## src/rtl/speaker_scheduler_pkg.sv

```systemverilog
// Shared constants, FSM encodings and source codes for speaker_scheduler.
// The optional snooze feature is selected with SPEAKER_SCHEDULER_SNOOZE_EN.
package speaker_scheduler_pkg;

   localparam int unsigned SEC_PER_HOUR    = 3600;
   localparam int unsigned SEC_PER_DAY     = 86400;
   localparam int unsigned CHIME_START     = SEC_PER_HOUR - 8;
   localparam int unsigned CHIME_LAST_STEP = 8;

   typedef enum logic [2:0] {
      ST_IDLE   = 3'd0,
      ST_CHIME  = 3'd1,
      ST_ALARM  = 3'd2,
      ST_SNOOZE = 3'd3,
      ST_TIMER  = 3'd4
   } state_e;

   typedef enum logic [1:0] {
      SRC_NONE  = 2'd0,
      SRC_CHIME = 2'd1,
      SRC_ALARM = 2'd2,
      SRC_TIMER = 2'd3
   } src_e;

   function automatic logic [11:0] sec_of_hour(input logic [16:0] sec);
      return 12'(sec % 17'(SEC_PER_HOUR));
   endfunction

   // SNOOZE deliberately reports no owner: the speaker is released while waiting.
   function automatic logic [1:0] state_src(input state_e st);
      src_e src;
      case (st)
         ST_CHIME: src = SRC_CHIME;
         ST_ALARM: src = SRC_ALARM;
         ST_TIMER: src = SRC_TIMER;
         default:  src = SRC_NONE;
      endcase
      return src;
   endfunction

endpackage

```

## src/rtl/speaker_scheduler_tone_gen.sv

```systemverilog
// Free-running 16-bit tone counter; exposes two bit-selects as square-wave tones.
module tone_gen
   import speaker_scheduler_pkg::*;
#(
   parameter int LO_BIT = 15,
   parameter int HI_BIT = 14
) (
   input  logic i_clk,
   input  logic i_rst,
   output logic o_tone_lo,
   output logic o_tone_hi
);

   logic [15:0] r_cnt;

   // tone counter, wraps naturally
   always_ff @(posedge i_clk) begin
      if (i_rst) begin
         r_cnt <= 16'd0;
      end else begin
         r_cnt <= r_cnt + 16'd1;
      end
   end

   assign o_tone_lo = r_cnt[LO_BIT];
   assign o_tone_hi = r_cnt[HI_BIT];

endmodule

```

## src/rtl/speaker_scheduler.sv

```systemverilog
// Arbitrates chime / alarm / timer onto one speaker with fixed priority ALARM > TIMER > CHIME.
// Define SPEAKER_SCHEDULER_SNOOZE_EN to build the SNOOZE state and honour the snooze input.
module speaker_scheduler
   import speaker_scheduler_pkg::*;
#(
   parameter int TONE_LO_BIT = 15,
   parameter int TONE_HI_BIT = 14,
   parameter int ALARM_LEN_S = 60,
   parameter int SNOOZE_S    = 300,
   parameter int TIMER_LEN_S = 10
) (
   input  logic        clk,
   input  logic        rst,
   input  logic        sec_tick,
   input  logic [16:0] cur_sec,
   input  logic        chime_en,
   input  logic        alarm_en,
   input  logic        alarm_set,
   input  logic [16:0] alarm_time_in,
   input  logic        snooze,
   input  logic        dismiss,
   input  logic        timer_done,
   output logic        speaker,
   output logic [1:0]  active,
   output logic [16:0] alarm_time
);

   localparam int STEP_MAX_A = (ALARM_LEN_S > TIMER_LEN_S) ? ALARM_LEN_S : TIMER_LEN_S;
   localparam int STEP_MAX_B = (STEP_MAX_A > SNOOZE_S) ? STEP_MAX_A : SNOOZE_S;
   localparam int STEP_MAX   = (STEP_MAX_B > 9) ? STEP_MAX_B : 9;
   localparam int STEP_W     = $clog2(STEP_MAX + 1);

   state_e              r_state;
   state_e              w_next;
   logic [STEP_W-1:0]   r_step;
   logic                r_speaker;
   logic [1:0]          r_active;
   logic [16:0]         r_alarm_time;
   logic                w_chime_req;
   logic                w_alarm_req;
   logic                w_timer_req;
   logic                w_lo_en;
   logic                w_hi_en;
   logic                w_tone_lo;
   logic                w_tone_hi;

   tone_gen #(
      .LO_BIT(TONE_LO_BIT),
      .HI_BIT(TONE_HI_BIT)
   ) u_tone_gen (
      .i_clk    (clk),
      .i_rst    (rst),
      .o_tone_lo(w_tone_lo),
      .o_tone_hi(w_tone_hi)
   );

`ifndef SPEAKER_SCHEDULER_SNOOZE_EN
   logic w_unused_snooze;
   assign w_unused_snooze = snooze;
`endif

   assign w_chime_req = sec_tick && chime_en && (sec_of_hour(cur_sec) == 12'(CHIME_START));
   assign w_alarm_req = sec_tick && alarm_en && (cur_sec == r_alarm_time);
   assign w_timer_req = timer_done;

   // next-state selection: cancels first, then preemption, then step timeouts
   always_comb begin
      w_next = r_state;
      case (r_state)
         ST_IDLE: begin
            if (w_alarm_req)      w_next = ST_ALARM;
            else if (w_timer_req) w_next = ST_TIMER;
            else if (w_chime_req) w_next = ST_CHIME;
            else                  w_next = ST_IDLE;
         end
         ST_CHIME: begin
            if (dismiss || !chime_en) w_next = ST_IDLE;
            else if (w_alarm_req)     w_next = ST_ALARM;
            else if (w_timer_req)     w_next = ST_TIMER;
            else if (sec_tick && r_step == STEP_W'(CHIME_LAST_STEP)) w_next = ST_IDLE;
            else                      w_next = ST_CHIME;
         end
         ST_ALARM: begin
            if (dismiss || !alarm_en) w_next = ST_IDLE;
`ifdef SPEAKER_SCHEDULER_SNOOZE_EN
            else if (snooze)          w_next = ST_SNOOZE;
`endif
            else if (sec_tick && r_step == STEP_W'(ALARM_LEN_S - 1)) w_next = ST_IDLE;
            else                      w_next = ST_ALARM;
         end
`ifdef SPEAKER_SCHEDULER_SNOOZE_EN
         ST_SNOOZE: begin
            if (dismiss || !alarm_en) w_next = ST_IDLE;
            else if (w_alarm_req)     w_next = ST_ALARM;
            else if (w_timer_req)     w_next = ST_TIMER;
            else if (sec_tick && r_step == STEP_W'(SNOOZE_S - 1)) w_next = ST_ALARM;
            else                      w_next = ST_SNOOZE;
         end
`endif
         ST_TIMER: begin
            if (dismiss)          w_next = ST_IDLE;
            else if (w_alarm_req) w_next = ST_ALARM;
            else if (sec_tick && r_step == STEP_W'(TIMER_LEN_S - 1)) w_next = ST_IDLE;
            else                  w_next = ST_TIMER;
         end
         default: w_next = ST_IDLE;
      endcase
   end

   // tone gating derived from the current state and step
   always_comb begin
      w_lo_en = 1'b0;
      w_hi_en = 1'b0;
      case (r_state)
         ST_CHIME: begin
            if (r_step == STEP_W'(CHIME_LAST_STEP)) w_hi_en = 1'b1;
            else                                    w_lo_en = ~r_step[0];
         end
         ST_ALARM: w_lo_en = ~r_step[0];
         ST_TIMER: w_hi_en = 1'b1;
         default: begin
            w_lo_en = 1'b0;
            w_hi_en = 1'b0;
         end
      endcase
   end

   // state, step counter and registered outputs
   always_ff @(posedge clk) begin
      if (rst) begin
         r_state   <= ST_IDLE;
         r_step    <= '0;
         r_active  <= 2'd0;
         r_speaker <= 1'b0;
      end else begin
         r_state   <= w_next;
         r_active  <= state_src(w_next);
         r_speaker <= (w_lo_en & w_tone_lo) | (w_hi_en & w_tone_hi);
         if (w_next != r_state)                  r_step <= '0;
         else if (sec_tick && r_state != ST_IDLE) r_step <= r_step + STEP_W'(1);
         else                                    r_step <= r_step;
      end
   end

   // alarm time store; out-of-range loads are dropped
   always_ff @(posedge clk) begin
      if (rst) begin
         r_alarm_time <= 17'd0;
      end else if (alarm_set && (alarm_time_in < 17'(SEC_PER_DAY))) begin
         r_alarm_time <= alarm_time_in;
      end else begin
         r_alarm_time <= r_alarm_time;
      end
   end

   assign speaker    = r_speaker;
   assign active     = r_active;
   assign alarm_time = r_alarm_time;

endmodule
```

## config.mk

```make
export PLATFORM = sky130hd
export DESIGN_NAME = speaker_scheduler
export DESIGN_NICKNAME = d
export VERILOG_FILES = /design/src/rtl/speaker_scheduler_pkg.sv /design/src/rtl/speaker_scheduler_tone_gen.sv /design/src/rtl/speaker_scheduler.sv
export SDC_FILE = /design/constraint.sdc
export NUM_CORES = 1
export LEC_CHECK = 0
export CAP_MARGIN = 30
export CORE_MARGIN = 5
export CORE_UTILIZATION = 60
export CTS_BUF_LIST = sky130_fd_sc_hd__clkbuf_8 sky130_fd_sc_hd__clkbuf_16
export DETAILED_ROUTE_END_ITERATION = 10
export PLACE_DENSITY = 0.87
export SYNTH_ARGS = -nofsm -noshare
export SYNTH_HDL_FRONTEND = slang
export SYNTH_HIERARCHICAL = 1
export SYNTH_SLANG_ARGS = --single-unit
```

## constraint.sdc

```tcl
create_clock -name clk -period 7.6 [get_ports clk]
set_clock_uncertainty 0.2 [all_clocks]
set_input_delay 1.9 -clock clk [delete_from_list [all_inputs] [get_ports clk]]
set_output_delay 1.9 -clock clk [all_outputs]
set_load 0.05 [all_outputs]
```

-- Yosys cells after proc, flatten, opt, wreduce, memory -nomap -nowiden
Index checks and enable logic that the tools add are counted.
- $lt $le $gt $ge: 1
- reduce and logical (&&, ||, !) cells: 16
- equality and inequality tests: 12
- mux-type cells: 18
- div/mod/pow operators: 1
- $add $sub $neg: 2
- bitwise operators: 4
- operator list (cell ; number):
    2-to-1 mux 3 bit ; 8
    == test 9 x 4 -> 1 bit (second input constant) ; 2
    == test 17 bit ; 1
    < comparator 17 bit (second input constant) ; 1
    modulo 17 x 12 -> 17 bit (second input constant) ; 1
    adder 16 x 1 -> 16 bit (second input constant) ; 1
    == test 12 bit (second input constant) ; 1
    one-hot mux 3 bit (4 select lines) ; 1
    adder 9 x 1 -> 9 bit (second input constant) ; 1
    == test 9 x 6 -> 1 bit (second input constant) ; 1
    logical AND 1 bit ; 9
    == test 3 x 1 -> 1 bit (second input constant) ; 2
    == test 3 x 2 -> 1 bit (second input constant) ; 2
    == test 3 bit (second input constant) ; 2
    one-hot mux 2 bit (3 select lines) ; 1
    2-to-1 mux 1 bit ; 4
    2-to-1 mux 2 bit ; 2
    one-hot mux 1 bit (2 select lines) ; 2
    logical NOT 3 bit ; 1
    != test 3 bit ; 1
    nonzero test 3 bit ; 1
    AND 1 bit ; 2
    logical NOT 1 bit ; 2
    logical OR 1 bit ; 2
    3 further kinds ; 3
- logic and storage cells: 60
- bits in registers: 48

-- Logic depth before layout (Yosys ltp)
Gate-level depths: netlist of the first run.
- depth after elaboration: 9
- mapped depth: 19
- depth with buffers taken out: 15

-- Cells and area by module
The synthesis of the first run kept the hierarchy.
- modules (own cells, without submodules) (module ; area each (µm²) ; cells each ; times used ; sequential area each (µm²)):
    speaker_scheduler ; 3358.2 ; 408 ; 1 ; 640.6
    tone_gen ; 764.5 ; 81 ; 1 ; 320.3

-- Least setup slack after synthesis of the first run
OpenSTA, ideal clock, no wires.
- kind: input to register
- start point: input cur_sec[11]
- end point: register r_step[1]
- slack: 1.744 ns
- arrival time: 5.541 ns
- required time: 7.286 ns
- stages: 17
- setup time: 0.114 ns
- path through: buf_6 > or3_1 > nor4_4 > and4b_4 > or4_4 > or2_4 > nor3b_2 > a311o_1 > o41ai_1 > and3_1 > or2_4 > a222oi_1 > nand2_1 > xnor2_1 > mux2_4 > buf_6 > a21bo_1
- word-level cells in the longest chain between the ends: 9
- RTL lines (element ; RTL line ; source):
    start: declaration ; speaker_scheduler.sv:15 ; input logic [16:0] cur_sec,
    modulo 17 x 12 -> 17 bit ; speaker_scheduler_pkg.sv:26 ; return 12'(sec % 17'(SEC_PER_HOUR));
    == test 12 bit ; speaker_scheduler.sv:62 ; assign w_chime_req = sec_tick && chime_en && (sec_of_hour(cur_sec) == 12'(CHIME_START));
    logical AND 1 bit ; speaker_scheduler.sv:62 ;
    2-to-1 mux 1 bit ; speaker_scheduler.sv:73 ; else if (w_chime_req) w_next = ST_CHIME;
    2-to-1 mux 3 bit ; speaker_scheduler.sv:72 ; else if (w_timer_req) w_next = ST_TIMER;
    2-to-1 mux 3 bit ; speaker_scheduler.sv:71 ; if (w_alarm_req) w_next = ST_ALARM;
    one-hot mux 3 bit (4 select lines) (*) ; speaker_scheduler.sv:69 ; case (r_state)
    != test 3 bit (*) ; speaker_scheduler.sv:139 ; if (w_next != r_state) r_step <= '0;
    OR reduction 2 bit (no line) (*) ; -- ;
    end signal: assignment ; speaker_scheduler.sv:140 ; else if (sec_tick && r_state != ST_IDLE) r_step <= r_step + STEP_W'(1);
    end signal: assignment ; speaker_scheduler.sv:141 ; else r_step <= r_step;
    end: declaration ; speaker_scheduler.sv:35 ; logic [STEP_W-1:0] r_step;
Mark *: on every way between the ends. The rest lies on a longest branch, timed or not.
A chain may end at the register's enable or synchronous reset.

-- Worst setup path after layout of the first run
- start point: input cur_sec[10]
- end point: register r_step[6]
The elaborated chain is that of the path after synthesis.

==> results of run 1 <==
state kept, by name, summed over array words and instances, names as in the netlist:
signal            flops
r_step                9
speaker               1
u_tone_gen/r_cnt     16
r_state               3
alarm_time           17
active                2
cell families after synthesis:
family / synth area share, %
AOI/OAI and AO/OA: 22.9
xor gates and xnor gates: 7.22
muxes: 7.22
and+or+nand+nor: 31.7
adders and majority gates: 1.49
DFF: 23.3
buffers and inverters: 6.13
stage by stage:
step / worst slack [ns] / cell area, µm²
2_1_floorplan: 1.74 / 4120
3_3_place_gp: 0.735 / 4640
3_5_place_dp: 0.712 / 4660
4_1_cts: 1.00 / 4790
5_1_grt: 0.482 / 4790
6_report: 0.874 / 4790
critical path, stage by stage:
cell and delay, ns:
sky130_fd_sc_hd__clkdlybuf4s50_1 0.75, sky130_fd_sc_hd__nor4_4 0.54, sky130_fd_sc_hd__a21o_1 0.20, sky130_fd_sc_hd__o21ai_1 0.23, sky130_fd_sc_hd__a2111oi_2 0.47, sky130_fd_sc_hd__mux2i_1 0.24, sky130_fd_sc_hd__a2bb2oi_1 0.31, sky130_fd_sc_hd__or2_4 0.19
sky130_fd_sc_hd__nand2_1 0.11, sky130_fd_sc_hd__a221oi_1 0.39, sky130_fd_sc_hd__a41o_1 0.23, sky130_fd_sc_hd__o21ai_1 0.09, sky130_fd_sc_hd__xnor2_1 0.22, sky130_fd_sc_hd__nand3_1 0.36, sky130_fd_sc_hd__a32o_1 0.35, sky130_fd_sc_hd__a21o_1 0.16
final cells by class:
class | instances | area [µm²] | area share [%]
multi-input combinational | 404 | 2910 | 60.8
tap | 80 | 100 | 2.09
clock inverter | 3 | 68.8 | 1.44
inverter | 13 | 48.8 | 1.02
clock buffer | 5 | 68.8 | 1.44
sequential | 48 | 961 | 20.0
timing repair buffer | 63 | 633 | 13.2
power breakdown:
group	total [mW]	switching (mW)	internal (mW)	leakage, nW
sequential	0.270	0.00965	0.260	0.391
clock	0.232	0.0992	0.133	0.0687
combinational	0.221	0.127	0.0938	1.38
worst paths after layout:
check,from,endpoint,cells after the start
max,cur_sec[10],r_step[6],16
min,u_tone_gen/r_cnt[0],u_tone_gen/r_cnt[0],1
max reg2reg,alarm_time[8],r_step[4],10
min reg2reg,u_tone_gen/r_cnt[0],u_tone_gen/r_cnt[0],1
synth_stat cells (4+ instances only):
master	count
sky130_fd_sc_hd__nor3_1	17
sky130_fd_sc_hd__nor4_4	4
sky130_fd_sc_hd__nand2_1	21
sky130_fd_sc_hd__and3_1	9
sky130_fd_sc_hd__nor2_1	54
sky130_fd_sc_hd__ha_1	4
sky130_fd_sc_hd__a21o_1	14
sky130_fd_sc_hd__nor4_1	8
sky130_fd_sc_hd__nand3_1	19
sky130_fd_sc_hd__or4_1	5
sky130_fd_sc_hd__mux2_2	4
sky130_fd_sc_hd__dfxtp_1	48
sky130_fd_sc_hd__xor2_1	9
sky130_fd_sc_hd__a32o_1	5
sky130_fd_sc_hd__or3_1	8
sky130_fd_sc_hd__o21ai_0	13
sky130_fd_sc_hd__mux2i_1	19
sky130_fd_sc_hd__inv_1	13
sky130_fd_sc_hd__clkbuf_1	6
sky130_fd_sc_hd__nor3b_1	6
sky130_fd_sc_hd__nor2b_1	17
sky130_fd_sc_hd__o31ai_1	8
sky130_fd_sc_hd__xnor2_1	25
sky130_fd_sc_hd__buf_6	9
sky130_fd_sc_hd__buf_4	5
sky130_fd_sc_hd__o211ai_1	7
sky130_fd_sc_hd__nand2b_1	5
sky130_fd_sc_hd__and2_1	5
sky130_fd_sc_hd__a21oi_1	21
sky130_fd_sc_hd__a22o_1	4
sky130_fd_sc_hd__nand4_1	10
per-layer routing:
layer  share of wire, %  vias to the layer above  track usage, %  routed length (µm)
met4                2.3                        0            8.30                 249
met5                  0                        -               0                   0
met3                7.8                       29            5.61                 832
li1                   -                     1919               -                   -
met2                 47                      163            41.0                5070
met1                 42                     1919            30.8                4520
==> reports/results.txt, run 1 <==
The number of gates resized after CTS was 0. The tools report the count of non-filler cells in the finished layout as 616. Yosys attributes the largest share of cell area to sky130_fd_sc_hd__dfxtp_1 (23%), sky130_fd_sc_hd__xnor2_1 (5.3%), sky130_fd_sc_hd__nor2_1 (4.9%), sky130_fd_sc_hd__mux2i_1 (4.6%), sky130_fd_sc_hd__nor2b_1 (2.6%). The count of unresolved DRC violations after routing is 0, and the clock buffer count from CTS is 5. The tools report the startpoint kind of the worst setup timing path as an input port.

The run finished with clean final reports. The first-iteration detailed-routing DRC count was 358; the flip-flop and latch count after synthesis was 48. Once the clock tree was built, the setup fixing pass inserted 0 buffers. Setup violations remaining at the end of the flow were counted as 0. The first global-routing pass estimated 17.5 mm of wire.

Top cell type by total area after synthesis: sky130_fd_sc_hd__dfxtp_1. The count of filler cells inserted in the layout was 524; the share of the synthesized area in the top cell type was 23.3%. The top flip-flop cell by instance count after synthesis is sky130_fd_sc_hd__dfxtp_1.

The number of antenna diodes in the final layout is 0. The number of hold-slack violations in the final timing report is 0. The library cell used most frequently in the layout, excluding fill and tap cells, is sky130_fd_sc_hd__clkdlybuf4s50_1. Entering global routing, the biggest net connects 45 pins. The logs give 6 for the total of warnings raised by yosys and 61.0% for the effective utilization at floorplan.

The final cycle utilization of the critical path was 88.5%; the cell area power density was 151 mW/mm². The tools report the gate count of the mapped netlist as 489. At the end of the flow the core is filled with cells to 70.9%. The tree is rooted in a sky130_fd_sc_hd__clkbuf_8. Summing every instance area after synthesis gives 0.00412 mm². The distinct cell type count of the synthesized netlist came out at 91. In the layout the commonest cells are sky130_fd_sc_hd__clkdlybuf4s50_1 (61), sky130_fd_sc_hd__nor2_1 (54), sky130_fd_sc_hd__dfxtp_1 (48). STA puts the critical path data required time at 7.62 ns.

The tightest min-delay check is of the reg -> reg type. The H-tree depth reported by CTS was 2. In this run the core area contains 30 standard-cell rows. The via count normalized by instance count was 6.54; the top fanout value on the critical path was 15. In this run the horizontal extent of the chip is 92.9 µm. The average wire per cell in the routed design was 17.3 µm; the number of cells in the design after placement was 608.

The peak supply drop was 0.110 mV; the normalized max-slew margin was 28.9%. The HPWL after detailed placement is 7.93 mm. Across all hold checks on the routed design, the worst slack comes to 0.292 ns.

The post-layout net count is 582. The count of buffers added on input and output ports is 61. The clock net in this run drives a total of 48 sinks.

The die is 92.9 µm tall. The synthesized net count came out at 536. The final layout contains routed wiring with a total length of 10.7 mm. For the total of max-cap violations, the log shows 0. The maximum achievable frequency was 0.149 GHz; the total number of vias was 4030. Clock latency on the worst-skew pair, taken at its later pin, is 0.32 ns. Share of cells above drive strength 1: 11.2%. The routed design could run at a clock period as short as 6.73 ns. For this design the static power due to leakage is 1.84 nW. The setup path with the least slack is of type in -> reg.

The global-route usage over all layers is 24.5%. The share of async-settable or async-resettable flops after synthesis works out to 0%. The first TritonRoute pass finished after 5 iterations. For the antenna violation net count after detailed routing, the log shows 0. 63 I/O pins were placed.

The number of enable flip-flop cells after synthesis works out to 0. TritonCTS built the clock tree. The number of global-route vias before repair is 3775. Data on the critical path arrives at its endpoint at 6.74 ns. The number of antenna violations at the first check in global routing came out at 0.

Setup repair after global routing left no endpoint under its margin. STA classifies the critical path endpoint as a register. The total grt overflow came out at 0.

For the final routed database, the setup TNS stands at 0 ns. After clock tree synthesis, the flow added hold-fix buffers numbering 0. The run gives 2 as the clock tree buffer depth. The standard cell core area was 0.00676 mm²; the transition time at the pin with the least slew margin was 1.06 ns. The area overhead of the layout relative to synthesis was 16.3%.

Summing the sequential cell areas from Yosys gives 23.3% of the chip area. A synthesized cell averages 8.43 µm². The design draws 0.722 mW.

The clock transition at the registers of the reported paths came out at 0.10 ns. The floorplan step defined a die boundary enclosing 0.00863 mm². For the number of max-slew violations in the final report, the log shows 0.

For the worst reg-to-reg setup slack, the log shows 4.18 ns. At the end of routability-driven placement, the weighted congestion stood at 0.880.
No activity file was read; power rests on OpenSTA's default activity.
==> inputs of run 2 (changes only) <==
--- a/config.mk
+++ b/config.mk
@@ -11,6 +11,7 @@
 export CTS_BUF_LIST = sky130_fd_sc_hd__clkbuf_8 sky130_fd_sc_hd__clkbuf_16
 export DETAILED_ROUTE_END_ITERATION = 10
 export PLACE_DENSITY = 0.87
+export REMOVE_ABC_BUFFERS = 1
 export SYNTH_ARGS = -nofsm -noshare
 export SYNTH_HDL_FRONTEND = slang
 export SYNTH_HIERARCHICAL = 1
==> reports/results.txt, run 2 (synthesized netlist as in run 1, its figures left out) <==
The run finished with clean final reports. The critical path in this run is classified as in -> reg. The quantity of hold-fixing buffers added after cts was 0.

The post-layout net count came out at 584. The die is 92.9 µm wide. Once the floorplan was initialized, standard cells occupied 61.0% of the core. The clock latency on the worst-skew pair is 0.30 ns, and the final cycle utilization of the critical path is 88.3%. The run gives 0 as the number of max-slew violations in the final report.

The logs give 0 for the number of resized instances in the post-cts repair step and 0 ns for the accumulated negative setup slack. The routed design could run at a clock period as short as 6.71 ns. Timing analysis after detailed placement gives a worst setup slack of 0.655 ns. The startpoint identified for the worst register-to-register timing path is alarm_time[15].

Tracing the worst setup path back leads to its startpoint at cur_sec[16]. The run gives 197 as the first-iteration detailed-routing DRC count. In this run the worst path has a maximum fanout of 12. Type of the tightest min-delay check: reg -> reg. STA classifies the critical path startpoint as an input port. For the total wire length, the log shows 10.5 mm. The logs give 8.08 mm for the estimated wirelength of the detail-placed design and 0 for the total grt overflow. The commonest non-fill, non-tap cell in the layout was sky130_fd_sc_hd__clkdlybuf4s50_1. The number of antenna violations at the first check in global routing was 0; the number of buffers inserted by post-CTS setup repair was 0.

The register with the most flip-flops in the layout has 17 of them. Setup violations remaining at the end of the flow were counted as 0. Setup repair after global routing left no endpoint under its margin. The repair_antennas step left the layout with diodes totalling 0. For this design, the sink count on the clock tree is 48.

The floorplan step defined a die boundary enclosing 0.00863 mm². For the number of hold-slack violations in the final timing report, the log shows 0. Cell area power density: 141 mW/mm².

The data arrival time of the critical path came out at 6.71 ns. Counting the fill cells in the layout gives 541. The stage delay of the slowest cell on the critical path was 0.69 ns; the antenna violation net count after detailed routing was 0. The tools report the number of global-route vias before repair as 3687. The run gives 63 as the number of top-level pins. The area overhead of the layout relative to synthesis was 15.9%. Buffers placed on the I/O ports in this run total 61. Critical path capture point type: a register.

TritonCTS built the clock tree. The first global-routing pass estimated 17.7 mm of wire. Peak supply drop: 0.111 mV. For this design, the slowest cell found on the critical path is sky130_fd_sc_hd__clkdlybuf4s50_1.

For the pin with the worst max-slew slack, the measured transition is 0.983 ns. In the layout the commonest cells are sky130_fd_sc_hd__clkdlybuf4s50_1 (61), sky130_fd_sc_hd__nor2_1 (54), sky130_fd_sc_hd__dfxtp_1 (48). The worst hold path begins at u_tone_gen/r_cnt[10]. For this block, the via count after detailed routing is 3898. The share of cells above drive strength 1 was 11.3%. The cell type with the highest occurrence count on the critical path was sky130_fd_sc_hd__a21o_1. Entering global routing, the biggest net connects 45 pins.

The via count normalized by instance count works out to 6.31. The average wire per cell in the routed design was 17.1 µm; the row count was 30. Summed over all cells, the static leakage comes to 1.84 nW.

In the global route stage, overall resource usage came out at 24.7%. The region available for standard cell placement spans 0.00676 mm². After detailed routing, the number of remaining DRC violations is 0. The tool flagged a number of max-cap violations equal to 0.

The worst pin sits at a relative slew slack of 33.9%. Once routing completed, OpenROAD measured the worst setup slack at 0.887 ns. TritonCTS created 5 clock buffers. The H-tree depth reported by CTS came out at 2.

The first detailed-routing pass took 5 iterations. Routability-driven placement finished with a final weighted congestion of 0.921. The die span in y came out at 92.9 µm. The critical path goes through clkdlybuf4s50_1 > nand4b_2 > a21o_2 > a21o_1 > a2111oi_2 > mux2i_1 > a2bb2oi_1 > or2_4 > nand2_1 > a221oi_1 > a41o_1 > o21ai_1 > xnor2_1 > nand3_1 > a32o_1 > a21o_1. Clock root buffer: sky130_fd_sc_hd__clkbuf_8. The clock transition at the registers of the reported paths was 0.09 ns.

The longest clock path from root to sink contains 2 buffers. Static timing analysis puts the maximum clock frequency at 0.149 GHz. STA puts the critical path data required time at 7.60 ns.
==> run 2: changes by cell type in the layout (fill, tap and decap cells not counted), sizes merged <==
cell | before | now
buf | 2 | 4
bufinv | 2 | 1
clkinv | 0 | 1
==> run 2: worst paths after layout <==
| check | end | slack, ns | depth (start not counted) |
|---|---|---|---|
| setup reg to reg | r_step[2] | 4.45 | 10 |
| hold reg to reg | u_tone_gen/r_cnt[10] | 0.30 | 2 |
| setup / recovery | r_step[8] | 0.89 | 16 |
| hold / removal | u_tone_gen/r_cnt[10] | 0.30 | 2 |
==> run 2: area by class of cell <==
cell class | count | area, µm² | share of cell area, %
inverter | 13 | 48.8 | 1.02
clock inverter | 3 | 38.8 | 0.812
timing repair buffer | 65 | 648 | 13.6
tap | 80 | 100 | 2.09
clock buffer | 5 | 68.8 | 1.44
sequential | 48 | 961 | 20.1
multi-input combinational | 404 | 2910 | 61.0
==> run 2: through the flow <==
step	hold WS [ns]	utilization [%]	cell area (µm²)	instances	power, mW
floorplan	0.241	-	3920	465	0.415
global placement	0.267	68.9	4660	609	0.488
detailed placement	0.275	69.1	4670	610	0.493
CTS	0.303	70.7	4780	618	0.675
global route	0.333	70.7	4780	618	0.707
finish	0.299	70.7	4780	618	0.674
==> run 2: report_power, final <==
| part | internal, mW | switching, mW | leakage, nW |
|---|---|---|---|
| logic | 0.0942 | 0.126 | 1.39 |
| registers | 0.260 | 0.0106 | 0.391 |
| clock network | 0.0964 | 0.0865 | 0.0593 |
==> run 2: layer usage <==
layer,track usage (%),share of wire (%),routed length [µm]
met1,32.9,45,4700
met2,43.0,50,5290
met3,2.27,4.2,439
met4,5.86,1.2,122
met5,0,0,0
==> run 2: critical path: cells and delay by family <==
family | cells | cell delay (ns)
XOR/XNOR | 1 | 0.24
AND/OR/NAND/NOR | 4 | 1.07
multiplexers | 1 | 0.25
buffers and inverters | 1 | 0.69
AO/OA/AOI/OAI | 9 | 2.56
